### src/rtl/shift_add_multiplier_if.sv
// Purpose : operand/result bundle for the sequential shift-add multiplier.
// Latency : none (wires only).
// Backpr. : none; the Start/FINISH handshake carries all flow control.
// Signals : Start, A, B driven by the requester (master);
//           P, FINISH, BUSY, OV, ZERO driven by the multiplier (slave).
interface shift_add_multiplier_if #(
    parameter int WIDTH = 8
);
    logic                   Start;
    logic [WIDTH-1:0]       A;
    logic [WIDTH-1:0]       B;
    logic [2*WIDTH-1:0]     P;
    logic                   FINISH;
    logic                   BUSY;
    logic                   OV;
    logic                   ZERO;

    // Requester side: launches operations and reads back the result.
    modport master (
        output Start,
        output A,
        output B,
        input  P,
        input  FINISH,
        input  BUSY,
        input  OV,
        input  ZERO
    );

    // Multiplier side.
    modport slave (
        input  Start,
        input  A,
        input  B,
        output P,
        output FINISH,
        output BUSY,
        output OV,
        output ZERO
    );
endinterface

### src/rtl/shift_add_multiplier.sv
// Purpose : sequential unsigned shift-add multiplier, WIDTH x WIDTH -> 2*WIDTH.
// Latency : FINISH in cycle 3*WIDTH+2 after LOAD (cycle 2 on the zero-operand path).
// Backpr. : none; Start is ignored while busy past INIT, result held until next INIT.
// Ports   : CLK, RST (async, active-high) plus bus (slave modport):
//           Start in, A/B operands in, P product out, FINISH one-cycle done pulse,
//           BUSY high outside IDLE, OV product exceeds WIDTH bits, ZERO shortcut taken.
module shift_add_multiplier #(
    parameter int WIDTH = 8
) (
    input  logic                    CLK,
    input  logic                    RST,
    shift_add_multiplier_if.slave   bus
);

    localparam int CW = $clog2(WIDTH + 1);

    typedef enum logic [3:0] {
        S_IDLE       = 4'd0,
        S_INIT       = 4'd1,
        S_LOAD       = 4'd2,
        S_INPUTCHECK = 4'd3,
        S_ADD        = 4'd4,
        S_SHIFT      = 4'd5,
        S_COCHECK    = 4'd6,
        S_END        = 4'd7
    } state_t;

    state_t                 state_q;
    logic [WIDTH-1:0]       areg_q;     // latched multiplicand
    logic [WIDTH:0]         acc_q;      // upper product half plus carry bit
    logic [WIDTH-1:0]       mreg_q;     // multiplier, becomes lower product half
    logic [CW-1:0]          cnt_q;      // completed add/shift iterations
    logic [2*WIDTH-1:0]     p_q;
    logic                   ov_q;
    logic                   zero_q;

    // Partial-product add; the extra MSB catches the carry so it is never lost.
    logic [WIDTH:0]         sum_d;
    assign sum_d = {1'b0, acc_q[WIDTH-1:0]} + {1'b0, areg_q};

    always_ff @(posedge CLK or posedge RST) begin
        if (RST) begin
            state_q <= S_IDLE;
            areg_q  <= '0;
            acc_q   <= '0;
            mreg_q  <= '0;
            cnt_q   <= '0;
            p_q     <= '0;
            ov_q    <= 1'b0;
            zero_q  <= 1'b0;
        end else begin
            case (state_q)
                S_IDLE: begin
                    if (bus.Start) begin
                        state_q <= S_INIT;
                    end
                end

                // Operation launches on the falling edge of Start: wait here
                // for as long as Start is held.
                S_INIT: begin
                    acc_q  <= '0;
                    mreg_q <= '0;
                    cnt_q  <= '0;
                    p_q    <= '0;
                    ov_q   <= 1'b0;
                    zero_q <= 1'b0;
                    if (!bus.Start) begin
                        state_q <= S_LOAD;
                    end
                end

                // Operands are captured only here; later changes on A/B are ignored.
                S_LOAD: begin
                    areg_q  <= bus.A;
                    mreg_q  <= bus.B;
                    acc_q   <= '0;
                    cnt_q   <= '0;
                    state_q <= S_INPUTCHECK;
                end

                S_INPUTCHECK: begin
                    if ((areg_q == '0) || (mreg_q == '0)) begin
                        zero_q  <= 1'b1;
                        state_q <= S_END;
                    end else begin
                        state_q <= S_ADD;
                    end
                end

                S_ADD: begin
                    if (mreg_q[0]) begin
                        acc_q <= sum_d;
                    end
                    state_q <= S_SHIFT;
                end

                // Shift the whole {acc, mreg} pair right by one: the carry in
                // acc[WIDTH] drops into acc[WIDTH-1], acc[0] into mreg's MSB.
                S_SHIFT: begin
                    acc_q   <= {1'b0, acc_q[WIDTH:1]};
                    mreg_q  <= {acc_q[0], mreg_q[WIDTH-1:1]};
                    cnt_q   <= cnt_q + CW'(1);
                    state_q <= S_COCHECK;
                end

                S_COCHECK: begin
                    if (cnt_q == CW'(WIDTH)) begin
                        state_q <= S_END;
                    end else begin
                        state_q <= S_ADD;
                    end
                end

                // On the zero path mreg still holds the untouched operand, so
                // the product is forced to zero explicitly.
                S_END: begin
                    p_q     <= zero_q ? '0 : {acc_q[WIDTH-1:0], mreg_q};
                    ov_q    <= (acc_q[WIDTH-1:0] != '0);
                    state_q <= S_IDLE;
                end

                default: begin
                    state_q <= S_IDLE;
                end
            endcase
        end
    end

    // Moore outputs decoded straight from the state register.
    assign bus.FINISH = (state_q == S_END);
    assign bus.BUSY   = (state_q != S_IDLE);
    assign bus.P      = p_q;
    assign bus.OV     = ov_q;
    assign bus.ZERO   = zero_q;

endmodule

### src/flat_wrapper.sv
// flat-port wrapper written by rule: the top's interface ports become plain ports
module shift_add_multiplier_flat 
#(
    parameter int WIDTH = 8
)
  (CLK, RST, bus_Start, bus_A, bus_B, bus_P, bus_FINISH, bus_BUSY, bus_OV, bus_ZERO);
  shift_add_multiplier_if #(.WIDTH(WIDTH)) bus_i ();
  input  logic CLK;
  input  logic RST;
  input wire logic [$bits(bus_i.Start)-1:0] bus_Start;
  input wire logic [$bits(bus_i.A)-1:0] bus_A;
  input wire logic [$bits(bus_i.B)-1:0] bus_B;
  output wire logic [$bits(bus_i.P)-1:0] bus_P;
  output wire logic [$bits(bus_i.FINISH)-1:0] bus_FINISH;
  output wire logic [$bits(bus_i.BUSY)-1:0] bus_BUSY;
  output wire logic [$bits(bus_i.OV)-1:0] bus_OV;
  output wire logic [$bits(bus_i.ZERO)-1:0] bus_ZERO;
  assign bus_i.Start = bus_Start;
  assign bus_i.A = bus_A;
  assign bus_i.B = bus_B;
  assign bus_P = bus_i.P;
  assign bus_FINISH = bus_i.FINISH;
  assign bus_BUSY = bus_i.BUSY;
  assign bus_OV = bus_i.OV;
  assign bus_ZERO = bus_i.ZERO;
  shift_add_multiplier #(.WIDTH(WIDTH)) u_core (.CLK(CLK), .RST(RST), .bus(bus_i));
endmodule
### config.mk
export PLATFORM = sky130hd
export DESIGN_NAME = shift_add_multiplier_flat
export DESIGN_NICKNAME = d
export VERILOG_FILES = /design/src/rtl/shift_add_multiplier_if.sv /design/src/rtl/shift_add_multiplier.sv /design/src/flat_wrapper.sv
export SDC_FILE = /design/constraint.sdc
export NUM_CORES = 1
export LEC_CHECK = 0
export BUFFER_PORTS_ARGS = -buffer_cell sky130_fd_sc_hd__buf_2
export CAP_MARGIN = 15
export CORE_AREA = 8 8 76 85
export CTS_CLUSTER_DIAMETER = 150
export DETAILED_ROUTE_END_ITERATION = 16
export DIE_AREA = 0 0 84 93
export GPL_ROUTABILITY_DRIVEN = 0
export PLACE_DENSITY_LB_ADDON = 0.25
export SKIP_CTS_REPAIR_TIMING = 1
export SLEW_MARGIN = 20
export SYNTH_ARGS = -nofsm -noshare
export SYNTH_HDL_FRONTEND = slang
export SYNTH_SLANG_ARGS = --single-unit
### constraint.sdc
create_clock -name CLK -period 2.3 [get_ports CLK]
set_input_delay 0.23 -clock CLK [delete_from_list [all_inputs] [get_ports CLK]]
set_output_delay 0.23 -clock CLK [all_outputs]
set_load 0.01 [all_outputs]
# Word-level counts from Yosys, hierarchy flattened
# Cells that the tools add are included.
[word_totals]
inputBits = 19
latch_bits = 0
mem_count = 0
wordCells = 51
register_bits = 51
ramBits = 0
mem_bits_ro = 0
[op_classes]
magnitude_cmp = 0
div = 0
bitwise_logic = 0
reduce_logical = 15
n_eq_ne = 12
muxes = 14
addsub = 2
n_mul = 0
n_shift = 0
[op_table]
columns = ["operator", "n"]
rows = [
  ["case mux 16 bit (2 select lines)", 1],
  ["case mux 4 bit (7 select lines)", 1],
  ["case mux 9 bit (3 select lines)", 1],
  ["case mux 8 bit (3 select lines)", 1],
  ["== test 4 x 3 -> 1 bit (second input constant)", 4],
  ["logical NOT 8 bit", 2],
  ["two-way mux 16 bit", 1],
  ["adder 8 x 8 -> 9 bit", 1],
  ["two-way mux 9 bit", 1],
  ["== test 4 x 2 -> 1 bit (second input constant)", 2],
  ["two-way mux 4 bit", 2],
  ["case mux 4 bit (2 select lines)", 1],
  ["nonzero test 8 bit", 1],
  ["AND reduction 2 bit", 3],
  ["nonzero test 2 bit", 3],
  ["nonzero test 3 bit", 2],
  ["adder 4 x 1 -> 4 bit (second input constant)", 1],
  ["== test 4 x 1 -> 1 bit (second input constant)", 1],
  ["== test 4 bit (second input constant)", 1],
  ["logical NOT 4 bit", 1],
  ["two-way mux 2 bit", 2],
  ["!= test 2 x 1 -> 1 bit (second input constant)", 2],
  ["!= test 2 bit (second input constant)", 2],
  ["case mux 1 bit (2 select lines)", 2],
  ["other kinds (4)", 4],
]

# Logic depth before layout (Yosys ltp)
[depth]
ltp_word = 4
depth_mapped = 8
ltp_nobuf = 8

# Least setup slack after synthesis
# OpenSTA, ideal clock, no wires.
[synth_path]
path_type = "reg-to-reg"
start = "reg u_core.acc_q[0]"
end = "reg u_core.acc_q[6]"
slack_ns = 0.405
path_buffers = 0
arrival_time_ns = 1.777
stages_incl_launch_ff = 9
setup_ns = 0.118
path_cell_list = "dfrtp_1 -> ha_1 -> inv_1 -> fa_1 -> nand2b_1 -> a21oi_1 -> mux2i_1 -> a211oi_1 -> a21o_1"
[synth_between]
elab_chain_len = 3
[synth_rtl]
columns = ["element", "line_no", "source"]
rows = [
  ["start: declaration", "shift_add_multiplier.sv:30", "logic [WIDTH:0] acc_q;"],
  ["start signal: assignment", "shift_add_multiplier.sv:93", "acc_q <= sum_d;"],
  ["start signal: assignment", "shift_add_multiplier.sv:101", "acc_q <= {1'b0, acc_q[WIDTH:1]};"],
  ["adder 8 x 8 -> 9 bit", "shift_add_multiplier.sv:39", "assign sum_d = {1'b0, acc_q[WIDTH-1:0]} + {1'b0, areg_q};"],
  ["two-way mux 9 bit", "shift_add_multiplier.sv:92", "if (mreg_q[0]) begin"],
  ["case mux 9 bit (3 select lines)", "shift_add_multiplier.sv:52", "case (state_q)"],
]
# No other way between the ends. The select of a mux whose other input is x is not followed.
# A chain may end at the register's enable or synchronous reset.

# Final worst setup path
# Ends and elaborated chain as after synthesis.

==> impl_metrics.tcl <==
set metrics [dict create \
    netlist_top_cells_area "dfrtp_1, a22o_1, ha_1" \
    drt_pass1_iterations 5 \
    synth_cell_types 49 \
    num_rows 28 \
    p_sw_mw 2.00 \
    drv_slew 0 \
    synthToLayoutAreaGrowth_pct 12.6 \
    max-cap-violations 0 \
    yosysSeqAreaShare 0.452 \
    switching_share 0.444 \
    crit_arrival_ns 2.25 \
    pwr-share-comb 0.529 \
    routedWlPerCell_um 16.6 \
    dieHeight_um 93 \
    internal-power_mw 2.51 \
    synth_top_area_share 0.452 \
    synthesis.nets 301 \
    htreeDepth 2 \
    crit_type "flip-flop to flip-flop" \
    numClockSinks 50 \
    ys_warn_count 0 \
    whs_ns 0.137 \
    pwr-share-clk 0.117 \
    antenna_found_initial 0 \
    seqPwrFrac 0.354 \
    worst_pin_slew_ns 0.637 \
    cts_tree "yes" \
    critPathLaunchType "flip-flop" \
    io_buffer_count 38 \
    synth-edff-count 0 \
    ys_async_sr_fraction 1.00 \
    wl_um 6210 \
    setup_tns_ns 0 \
    path_clk_slew_ns 0.09 \
    fmax_ghz 0.487 \
    cts_root_buf "clkbuf_8" \
    core_um2 5150 \
    drive_above_1_share 0.236 \
    peakVddDrop_v 0.000683 \
    p_leak_nw 1.52 \
    required_ns 2.49 \
    crit_chain "ha_1, inv_1, fa_1, nand2b_1, a21oi_1, mux2i_1, a211oi_1, a21o_1" \
    dp_hpwl_um 4620 \
    clock-skew-final_ns 0.0152 \
    grt_max_degree 22 \
    ctsLongestPathBuffers 2 \
    grt_pass1_wl_um 10900 \
    grt_pass1_vias 2259 \
    clkLatencyLatePin_ns 0.31 \
    period_share 0.893 \
    finalPower_mw 4.51 \
    finalCriticalPeriod_ns 2.05 \
    drt_iter0_markers 119 \
    slew_headroom 0.576 \
    hold_class "primary input to flip-flop" \
    grt_usage 0.168 \
    grt_overflow_total 0 \
    antenna_cells 0 \
    dpl_worst_slack_ns 0.250 \
    post-route-worst-setup-slack_ns 0.246 \
    worstSetupEndpointType "flip-flop" \
    drc 0 \
    synth_top_area_cell "dfrtp_1" \
    postSynthAreaPerCell_um2 10.2 \
    nets 343 \
    cp_slowest_cell "dfrtp_1" \
    numCtsBuffers 5 \
    rsz0062_at_grt "no" \
    fp.dieW_um 84 \
    synth_ff_type "dfrtp_1" \
    synth_seq_cells 50 \
    syn_area_um2 2770 \
    finalSetupViolCount 0 \
    outcome "finished, final reports clean" \
    timing.final.hold_violations 0 \
    via_per_inst 5.88 \
    syn_inst 271 \
    start_util 0.538 \
    max_stage_delay_ns 0.42 \
    final_util 0.605 \
    postRouteAntennaNets 0 \
    vias 2198 \
    dieArea_um2 7810 \
    powerDensity_nw_per_um2 1450 \
    critPathMaxFanout 5 \
    io_pins 39 \
]
## metal layers
metal	part of all wire	track usage	up-vias	routed length [um]
li1	-	-	1094	-
met1	0.47	0.212	1053	2920
met2	0.48	0.280	38	2990
met3	0.023	0.0287	13	144
met4	0.024	0.0692	0	146
met5	0	0	-	0
## cell families after synthesis
group / Yosys count / synth area share
muxes: 14 / 0.0542
DFF: 50 / 0.452
AOI/OAI and AO/OA: 89 / 0.227
buffers and inverters: 30 / 0.0556
and+or+nand+nor: 74 / 0.147
adders and majority gates: 11 / 0.0524
xor gates and xnor gates: 3 / 0.0122
## final timing paths
| check | from | to | slack (ns) | depth (start not counted) |
|---|---|---|---|---|
| min in group asynchronous | RST | u_core.bus.P[3] | 0.48 | 3 |
| min | bus_B[4] | u_core.mreg_q[4] | 0.14 | 3 |
| min reg2reg | u_core.bus.P[4] | u_core.bus.P[4] | 0.50 | 1 |
| max in group asynchronous | RST | u_core.cnt_q[2] | 1.21 | 4 |
| max reg2reg | u_core.acc_q[0] | u_core.acc_q[6] | 0.25 | 8 |
| max | u_core.acc_q[0] | u_core.acc_q[6] | 0.25 | 8 |
## registers in the layout (all words and copies together) (netlist names)
name,cells
u_core.bus.P,16
u_core.cnt_q,4
u_core.bus.OV,1
u_core.mreg_q,8
u_core.areg_q,8
u_core.bus.ZERO,1
u_core.acc_q,9
u_core.state_q,3
## synth_stat cells, drive strengths merged (2+ instances only)
cell type	n
inv	15
a222oi	4
nor2	23
o221ai	3
nand2b	4
xnor2	2
nor2b	3
nor3	3
o211ai	2
a22o	25
o22ai	3
nor4	6
o21ai	17
a31oi	3
a211oi	3
nand2	24
a21oi	16
dfrtp	50
a21o	5
ha	10
nor3b	2
nand3	5
o31ai	5
mux2	8
mux2i	6
buf	13
## final cells by class
class | count | area, um2
multi-input combinational | 191 | 1360
inverter | 16 | 60.1
clock buffer | 7 | 86.3
sequential | 50 | 1250
fill | 436 | 2030
tap | 60 | 75.1
clock inverter | 1 | 5.00
timing repair buffer | 49 | 275
## placed cells by master, fill, tap and decap left out, types with 8 or more instances in the layout
cell / n
a21oi_1: 16
a22o_1: 25
buf_2: 38
buf_4: 10
dfrtp_1: 50
ha_1: 10
inv_1: 13
mux2_2: 8
nand2_1: 22
nor2_1: 21
o21ai_0: 17
## power by group through the flow
| stage | logic [mW] | clock network, mW | registers, mW |
|---|---|---|---|
| 2_1_floorplan | 1.90 | 0 | 1.53 |
| 3_3_place_gp | 2.35 | 0 | 1.60 |
| 3_5_place_dp | 2.38 | 0 | 1.61 |
| 4_1_cts | 2.39 | 0.543 | 1.60 |
| 5_1_grt | 2.70 | 0.572 | 1.65 |
| 6_report | 2.38 | 0.529 | 1.60 |
## per-stage QoR
stage / instances / cell area (um2)
floorplan: 271 / 2770
global placement: 365 / 3020
detailed placement: 365 / 3020
CTS: 373 / 3110
global route: 374 / 3120
finish: 374 / 3120
## critical path, delay by kind of cell (launching register included)
family	cells	cell delay (ns)
AOI/OAI and AO/OA	3	0.51
adders and majority gates	2	0.57
buffers and inverters	1	0.05
DFF	1	0.42
muxes	1	0.22
and+or+nand+nor	1	0.17
(Power assumes the default switching activity.)
